$ cat src/rtl/t05_keyentry_if.sv
// Key-entry bus: encoder-side key code/strobe and downstream ack in,
// BCD entry buffer, committed-value flag and per-key pulses out.
interface t05_keyentry_if #(
  parameter int DIGITS = 4
);
  logic [4:0]          code;
  logic                strobe;
  logic                ack;
  logic [4*DIGITS-1:0] digits;
  logic [3:0]          count;
  logic                value_valid;
  logic                key_event;
  logic                overflow;

  modport master (
    output code, strobe, ack,
    input  digits, count, value_valid, key_event, overflow
  );

  modport slave (
    input  code, strobe, ack,
    output digits, count, value_valid, key_event, overflow
  );
endinterface

$ cat src/rtl/t05_keyentry.sv
// Keypad entry consumer: press-edge detection with release debounce, BCD
// digit/backspace/clear/enter handling and a valid/ack commit handshake.
module t05_keyentry #(
  parameter int DIGITS         = 4,
  parameter int RELEASE_CYCLES = 16
) (
  input  logic           clock,
  input  logic           reset,
  t05_keyentry_if.slave  bus
);
  localparam int W  = 4 * DIGITS;
  localparam int CW = $clog2(RELEASE_CYCLES + 1);
  localparam logic [CW-1:0] REL_MAX = CW'(RELEASE_CYCLES);
  localparam logic [3:0]    DIG_MAX = 4'(DIGITS);

  localparam logic [4:0] KEY_BACKSPACE = 5'd10;
  localparam logic [4:0] KEY_CLEAR     = 5'd11;
  localparam logic [4:0] KEY_ENTER     = 5'd12;

  typedef enum logic [1:0] {
    ENTRY,
    WAIT_RELEASE,
    COMMIT
  } state_e;

  state_e        state_q, state_d;
  logic [CW-1:0] rel_cnt_q, rel_cnt_d;
  logic          strobe_q, strobe_d;
  logic [W-1:0]  digits_q, digits_d;
  logic [3:0]    count_q, count_d;
  logic          value_valid_q, value_valid_d;
  logic          key_event_q, key_event_d;
  logic          overflow_q, overflow_d;

  logic          press;
  logic [CW-1:0] rel_inc;

  assign press   = bus.strobe & ~strobe_q;
  assign rel_inc = (rel_cnt_q == REL_MAX) ? REL_MAX : rel_cnt_q + CW'(1);

  always_comb begin
    // NOTE: every _d gets a default here so no path through the case leaves
    // a signal unassigned, which would otherwise infer a latch.
    state_d       = state_q;
    rel_cnt_d     = rel_cnt_q;
    strobe_d      = bus.strobe;
    digits_d      = digits_q;
    count_d       = count_q;
    value_valid_d = value_valid_q;
    key_event_d   = 1'b0;
    overflow_d    = 1'b0;

    unique case (state_q)
      ENTRY: begin
        if (press) begin
          state_d   = WAIT_RELEASE;
          rel_cnt_d = '0;
          if (bus.code < 5'd10) begin
            if (count_q < DIG_MAX) begin
              digits_d    = (digits_q << 4) | W'(bus.code[3:0]);
              count_d     = count_q + 4'd1;
              key_event_d = 1'b1;
            end else begin
              overflow_d = 1'b1;
            end
          end else if (bus.code == KEY_BACKSPACE) begin
            if (count_q != 4'd0) begin
              digits_d    = digits_q >> 4;
              count_d     = count_q - 4'd1;
              key_event_d = 1'b1;
            end
          end else if (bus.code == KEY_CLEAR) begin
            digits_d    = '0;
            count_d     = 4'd0;
            key_event_d = 1'b1;
          end else if (bus.code == KEY_ENTER) begin
            if (count_q != 4'd0) begin
              key_event_d   = 1'b1;
              value_valid_d = 1'b1;
              state_d       = COMMIT;
            end
          end
        end
      end

      WAIT_RELEASE: begin
        // Any high strobe, including bounce re-edges, restarts the quiet run.
        if (bus.strobe) begin
          rel_cnt_d = '0;
        end else if (rel_inc == REL_MAX) begin
          rel_cnt_d = '0;
          state_d   = ENTRY;
        end else begin
          rel_cnt_d = rel_inc;
        end
      end

      COMMIT: begin
        if (bus.ack) begin
          value_valid_d = 1'b0;
          digits_d      = '0;
          count_d       = 4'd0;
          rel_cnt_d     = '0;
          state_d       = WAIT_RELEASE;
        end
      end

      default: state_d = WAIT_RELEASE;
    endcase
  end

  // NOTE: sequential state uses non-blocking assignments only, so every flop
  // samples the pre-edge value of every other flop regardless of order.
  always_ff @(posedge clock) begin
    if (reset) begin
      state_q       <= WAIT_RELEASE;
      rel_cnt_q     <= '0;
      strobe_q      <= 1'b1;  // a key held through reset must be released first
      digits_q      <= '0;
      count_q       <= 4'd0;
      value_valid_q <= 1'b0;
      key_event_q   <= 1'b0;
      overflow_q    <= 1'b0;
    end else begin
      state_q       <= state_d;
      rel_cnt_q     <= rel_cnt_d;
      strobe_q      <= strobe_d;
      digits_q      <= digits_d;
      count_q       <= count_d;
      value_valid_q <= value_valid_d;
      key_event_q   <= key_event_d;
      overflow_q    <= overflow_d;
    end
  end

  assign bus.digits      = digits_q;
  assign bus.count       = count_q;
  assign bus.value_valid = value_valid_q;
  assign bus.key_event   = key_event_q;
  assign bus.overflow    = overflow_q;
endmodule
$ cat src/flat_wrapper.sv
// flat-port wrapper written by rule: the top's interface ports become plain ports
module t05_keyentry_flat 
#(
  parameter int DIGITS         = 4,
  parameter int RELEASE_CYCLES = 16
)
  (clock, reset, bus_code, bus_strobe, bus_ack, bus_digits, bus_count, bus_value_valid, bus_key_event, bus_overflow);
  t05_keyentry_if #(.DIGITS(DIGITS)) bus_i ();
  input  logic clock;
  input  logic reset;
  input wire logic [$bits(bus_i.code)-1:0] bus_code;
  input wire logic [$bits(bus_i.strobe)-1:0] bus_strobe;
  input wire logic [$bits(bus_i.ack)-1:0] bus_ack;
  output wire logic [$bits(bus_i.digits)-1:0] bus_digits;
  output wire logic [$bits(bus_i.count)-1:0] bus_count;
  output wire logic [$bits(bus_i.value_valid)-1:0] bus_value_valid;
  output wire logic [$bits(bus_i.key_event)-1:0] bus_key_event;
  output wire logic [$bits(bus_i.overflow)-1:0] bus_overflow;
  assign bus_i.code = bus_code;
  assign bus_i.strobe = bus_strobe;
  assign bus_i.ack = bus_ack;
  assign bus_digits = bus_i.digits;
  assign bus_count = bus_i.count;
  assign bus_value_valid = bus_i.value_valid;
  assign bus_key_event = bus_i.key_event;
  assign bus_overflow = bus_i.overflow;
  t05_keyentry #(.DIGITS(DIGITS), .RELEASE_CYCLES(RELEASE_CYCLES)) u_core (.clock(clock), .reset(reset), .bus(bus_i));
endmodule
$ cat config.mk
export PLATFORM = sky130hd
export DESIGN_NAME = t05_keyentry_flat
export DESIGN_NICKNAME = d
export VERILOG_FILES = /design/src/rtl/t05_keyentry_if.sv /design/src/rtl/t05_keyentry.sv /design/src/flat_wrapper.sv
export SDC_FILE = /design/constraint.sdc
export NUM_CORES = 1
export LEC_CHECK = 0
export CORE_UTILIZATION = 50
export DETAILED_ROUTE_END_ITERATION = 8
export GPL_ROUTABILITY_DRIVEN = 0
export PLACE_DENSITY_LB_ADDON = 0.1
export REMOVE_ABC_BUFFERS = 1
export SLEW_MARGIN = 20
export SYNTH_ARGS = -nofsm -noshare
export SYNTH_HDL_FRONTEND = slang
export SYNTH_SLANG_ARGS = --single-unit
$ cat constraint.sdc
create_clock -name clock -period 2.45 [get_ports clock]
set_clock_uncertainty 0.05 [all_clocks]
set_input_delay 0.49 -clock clock [delete_from_list [all_inputs] [get_ports clock]]
set_output_delay 0.49 -clock clock [all_outputs]
set_load 0.01 [all_outputs]
# After elaboration in Yosys (flattened, before gate mapping)
# Index checks and enable logic that the tools add are counted.
[classes] n_addsub=3 multipliers=0 n_div=0 n_lt_le_gt_ge=2 eq_ne=19 n_shift=0 mux=47 n_bitwise=6 reduce_logical=10
[op_table] op="$mux 16" n=7
[op_table] op="$pmux 16 s2" n=1
[op_table] op="$mux 4" n=7
[op_table] op="$mux 5" n=5
[op_table] op="$mux 2" n=9
[op_table] op="$or 16x4->16" n=1
[op_table] op="$eq 5x4->1 const B" n=3
[op_table] op="$pmux 5 s3" n=1
[op_table] op="$mux 1" n=14
[op_table] op="$eq 5x5->1 const B" n=2
[op_table] op="$ne 2x2->1 const B" n=5
[op_table] op="$ne 2x1->1 const B" n=4
[op_table] op="$pmux 4 s2" n=1
[op_table] op="$reduce_and 8->1" n=1
[op_table] op="$pmux 2 s3" n=1
[op_table] op="$reduce_and 6->1" n=1
[op_table] op="$add 5x1->5 const B" n=1
[op_table] op="$lt 5x4->1 const B" n=1
[op_table] op="$add 4x1->4 const B" n=1
[op_table] op="$lt 4x3->1 const B" n=1
[op_table] op="$ne 4x1->1 const B" n=1
[op_table] op="$ne 4x3->1 const B" n=1
[op_table] op="$not 1->1" n=4
[op_table] op="$reduce_and 4->1" n=1
[op_table] op="13 further kinds" n=13
[word_totals] reg_bits=31 latch_bits=0 mem_bits_rw=0 romBits=0 input_bits=9 out_inout_bits=23 elab_cells=95 memories=0

# Depth between registers and ports, before layout
[depth] ltp_word=8 depth_mapped=8 mapped_depth_nobuf=7

# Worst setup path after synthesis
# No wires, ideal clock.
[synth_path] path_kind="input -> register" start="in bus_code[1]" end="reg u_core.digits_q[11], in the netlist u_core.bus.digits[11]" setup_time_ns=0.067 t_arrival_ns=1.815 required_time_ns=2.333 setup_slack_ns=0.517 path_stages=7 path_buffers=2 path_cell_list="clkbuf_2 -> and3b_1 -> a31oi_4 -> a31oi_4 -> buf_6 -> or3_4 -> a21oi_2"
[synth_via] elab_chain_len=5 elab_cells_between_ends=11 cone_classes="order compare: 1; eq/ne: 5; mux: 4; reduce/logical: 1"
[synth_rtl] item="from (decl)" line_no="flat_wrapper.sv:11" rtl="input wire logic [$bits(bus_i.code)-1:0] bus_code;"
[synth_rtl] item="parallel branches: the longest is 5 deep, another holds $lt 5x4->1"
[synth_rtl] item="to (signal assigned)" line_no="t05_keyentry.sv:128" rtl="digits_q <= digits_d;"
[synth_rtl] item="to (decl)" line_no="t05_keyentry.sv:29" rtl="logic [W-1:0] digits_q, digits_d;"
# Parallel ways; which one is timed is not known. The select of a mux whose other input is x is not followed.
# A chain may end at the register's enable or synchronous reset.

# Worst setup path in the final report
[layout_path] start="in bus_strobe" end="reg u_core.digits_q[3], in the netlist u_core.bus.digits[3]"
[layout_via] elab_chain_len=3
[layout_rtl] item="from (decl)" line_no="flat_wrapper.sv:12" rtl="input wire logic [$bits(bus_i.strobe)-1:0] bus_strobe;"
[layout_rtl] item="$and 1x1->1" line_no="t05_keyentry.sv:38" rtl="assign press = bus.strobe & ~strobe_q;"
[layout_rtl] item="$ne 2x1->1 (no source line)"
[layout_rtl] item="$reduce_and 6->1 (no source line)"
# No other way between the ends.

==> metrics <==
Final Power=1.04 mW; RSZ-0062 raised after global routing=no; yosys warns=0; #FFs+latches synth=31; syn_area_per_cell=8.28 um2; Die Span Y=60.7 um; Cell Area, Synth=1720 um2; CP Launch Type=input pin; Crit Path Max Fanout=19; met2 usage in global routing=46.3%; post-DP HPWL=3180 um; Tmin final=2.17 ns; Worst setup EP type=register; Clk pwr share=40.8%; Longest Clk Path Bufs=2; GR Util met3=4.90%; Num Clock Sinks=31; part of the power in combinational logic=10.2%; net switching power figure=0.240 mW; Nets=270; critical setup path kind=in -> reg; Die ar.=3680 um2; Compound-Gate Fraction of Synth Area=19.8%; PwrDens=456 nW/um2; Rows=20; first-pass GRT wire length=6950 um; count of cell types in the netlist=46; CTS buffer count=5; insertion delay to the later sink of the worst-skew pair=0.33 ns; Initial Utilization=54.6%; drt first pass iters=5; Slew HR=58.8%; EDFF count, synth=0; GR peak layer=met2; post-CTS sizing=0; TritonCTS clock tree=built; WP buf/inv=1; placed cells=294; Post-Route Utilization=72.2%; # diodes=0; worst endpoint required time=2.68 ns; Synth Area in Adders=2.90%; Post-CTS Setup Bufs=0; Port Buf Inserts=31; Sw Share=23.1%; crit path DAT=2.39 ns; clock root cell=clkbuf_4; Initial DRC Count=98; Period Utilization, post-route=88.4%; mux contribution to synthesized area=5.88%; Avg WL per Cell=14.2 um; crit path max-delay cell type=or4_1; final global-route overflow total=0; number of global-route vias before repair=1633; Die Wd=60.7 um; layout cells sized above 1=16.3%; max-slew violations=0; most frequent cells in the layout=31 x clkdlybuf4s50_1, 31 x dfxtp_1, 26 x a21oi_1; Worst Max-Slew Pin Slew=0.616 ns; register area share after synthesis=36.0%; Sequential Power Share=49.0%; antenna violations before repair=0; internal power=0.798 mW; CP top delay family=simple AND/OR/NAND/NOR gates; largest net degree at the start of global routing=20; H-tree depth=2; via count=1689; global routing usage on met1=28.5%; status=finished, final reports clean; Vias/cell=5.59; WL final=4280 um; residual DRC count=0; slowest stage delay, CP=0.52 ns; Clock transition at path regs=0.11 ns; final hold vios=0; Core Box Area=3150 um2; Post-Synth XOR/XNOR Area=2.03%; Pleak=0.812 nW; total track usage=25.3%; CTS Hold Buffers Added=0; largest family of logic cells by synthesized area=simple AND/OR/NAND/NOR gates; Simple-Gate Fraction of Synth Area=28.0%; VDD IR max=0.344 mV; FFs w/ async S/R, synth=0%; remaining antenna violation count=0; P&R area growth vs syn=32.2%; worst min path class=reg -> reg; I/O pins=32; setup violators final=0; ys flop type=dfxtp_1; fin cells=302; Max-Cap Viols=0; crit-path cells=clkdlybuf4s50_1, or3b_4, a21oi_4, a31oi_4, or4_1, a21oi_1; Cells after Synth=208; fmax=462 MHz
==> stage by stage <==
step                      setup TNS (ns)  cell area, um2  setup slack [ns]  hold WS [ns]
final                                  0            2280             0.283         0.422
after global routing                   0            2280             0.162         0.456
after CTS                              0            2280             0.279         0.426
after detailed placement         -0.0746            2190           -0.0629         0.418
after global placement           -0.0234            2190           -0.0234         0.408
after floorplan                        0            1660             0.270         0.426
==> sequential cells by signal, indices dropped and copies added, names as in the netlist <==
signal and flops:
u_core.bus.count 4, u_core.rel_cnt_q 5, u_core.bus.key_event 1, u_core.bus.overflow 1
u_core.strobe_q 1, u_core.bus.value_valid 1, u_core.bus.digits 16, u_core.state_q 2
==> synthesized netlist by cell type (all sizes together) (2+ instances only) <==
cell type   n  area, um2
dfxtp      31        621
a21oi      29        164
nand2      22       82.6
nor2       15       56.3
or3        12       80.1
nand3      11       55.1
mux2i       9       90.1
o21ai       9       45.0
inv         8       30.0
buf         7       46.3
nor3        5       25.0
nor3b       5       37.5
clkbuf      4       16.3
ha          4       50.1
a22oi       3       22.5
a31oi       3       48.8
nor2b       3       18.8
nor4bb      3       30.0
and3        2       12.5
or2         2       12.5
or3b        2       20.0
xnor2       2       17.5
xor2        2       17.5
==> worst min-delay path: cells and delay by family, from the launching register on <==
kind | cells | cell delay [ns]
and+or+nand+nor | 1 | 0.05
AOI/OAI and AO/OA | 1 | 0.05
DFF | 1 | 0.33
==> metal layers <==
layer	part of all wire, %	routed length [um]
met3	4.6	199
met2	51	2190
met5	0	0
met4	1.3	55
met1	43	1840
==> worst paths after layout <==
kind / cells past startpoint / endpoint / startpoint / slack, ns
max: 6 / u_core.bus.digits[3]$_SDFFE_PP0P_ / bus_strobe / 0.28
min: 2 / u_core.bus.digits[14]$_SDFFE_PP0P_ / u_core.bus.digits[14]$_SDFFE_PP0P_ / 0.42
max reg2reg: 7 / u_core.state_q[0]$_SDFFE_PP1P_ / u_core.rel_cnt_q[0]$_SDFFE_PP0P_ / 0.45
min reg2reg: 2 / u_core.bus.digits[14]$_SDFFE_PP0P_ / u_core.bus.digits[14]$_SDFFE_PP0P_ / 0.42
==> kinds of logic after synthesis <==
| logic type | count (synthesis) |
|---|---|
| simple gates | 89 |
| xor+xnor | 4 |
| flops | 31 |
| compound gates | 51 |
| mux | 10 |
| buf+inv | 19 |
| fa+ha+maj | 4 |
==> power groups by stage <==
| stage | sequential, mW | clock, mW | combinational [mW] |
|---|---|---|---|
| global route | 0.510 | 0.455 | 0.114 |
| global placement | 0.520 | 0 | 0.101 |
| CTS | 0.509 | 0.429 | 0.105 |
| finish | 0.509 | 0.423 | 0.106 |
| detailed placement | 0.521 | 0 | 0.105 |
| floorplan | 0.520 | 0 | 0.0448 |
==> area by class of cell <==
type	instances	area, um2
Timing Repair Buffer	53	475
Inverter	8	30.0
Sequential cell	31	621
Clock inverter	2	35.0
Fill cell	272	876
Tap cell	44	55.1
Clock buffer	6	51.3
Multi-Input combinational cell	158	1010
Power figures use the tool's default switching activity.
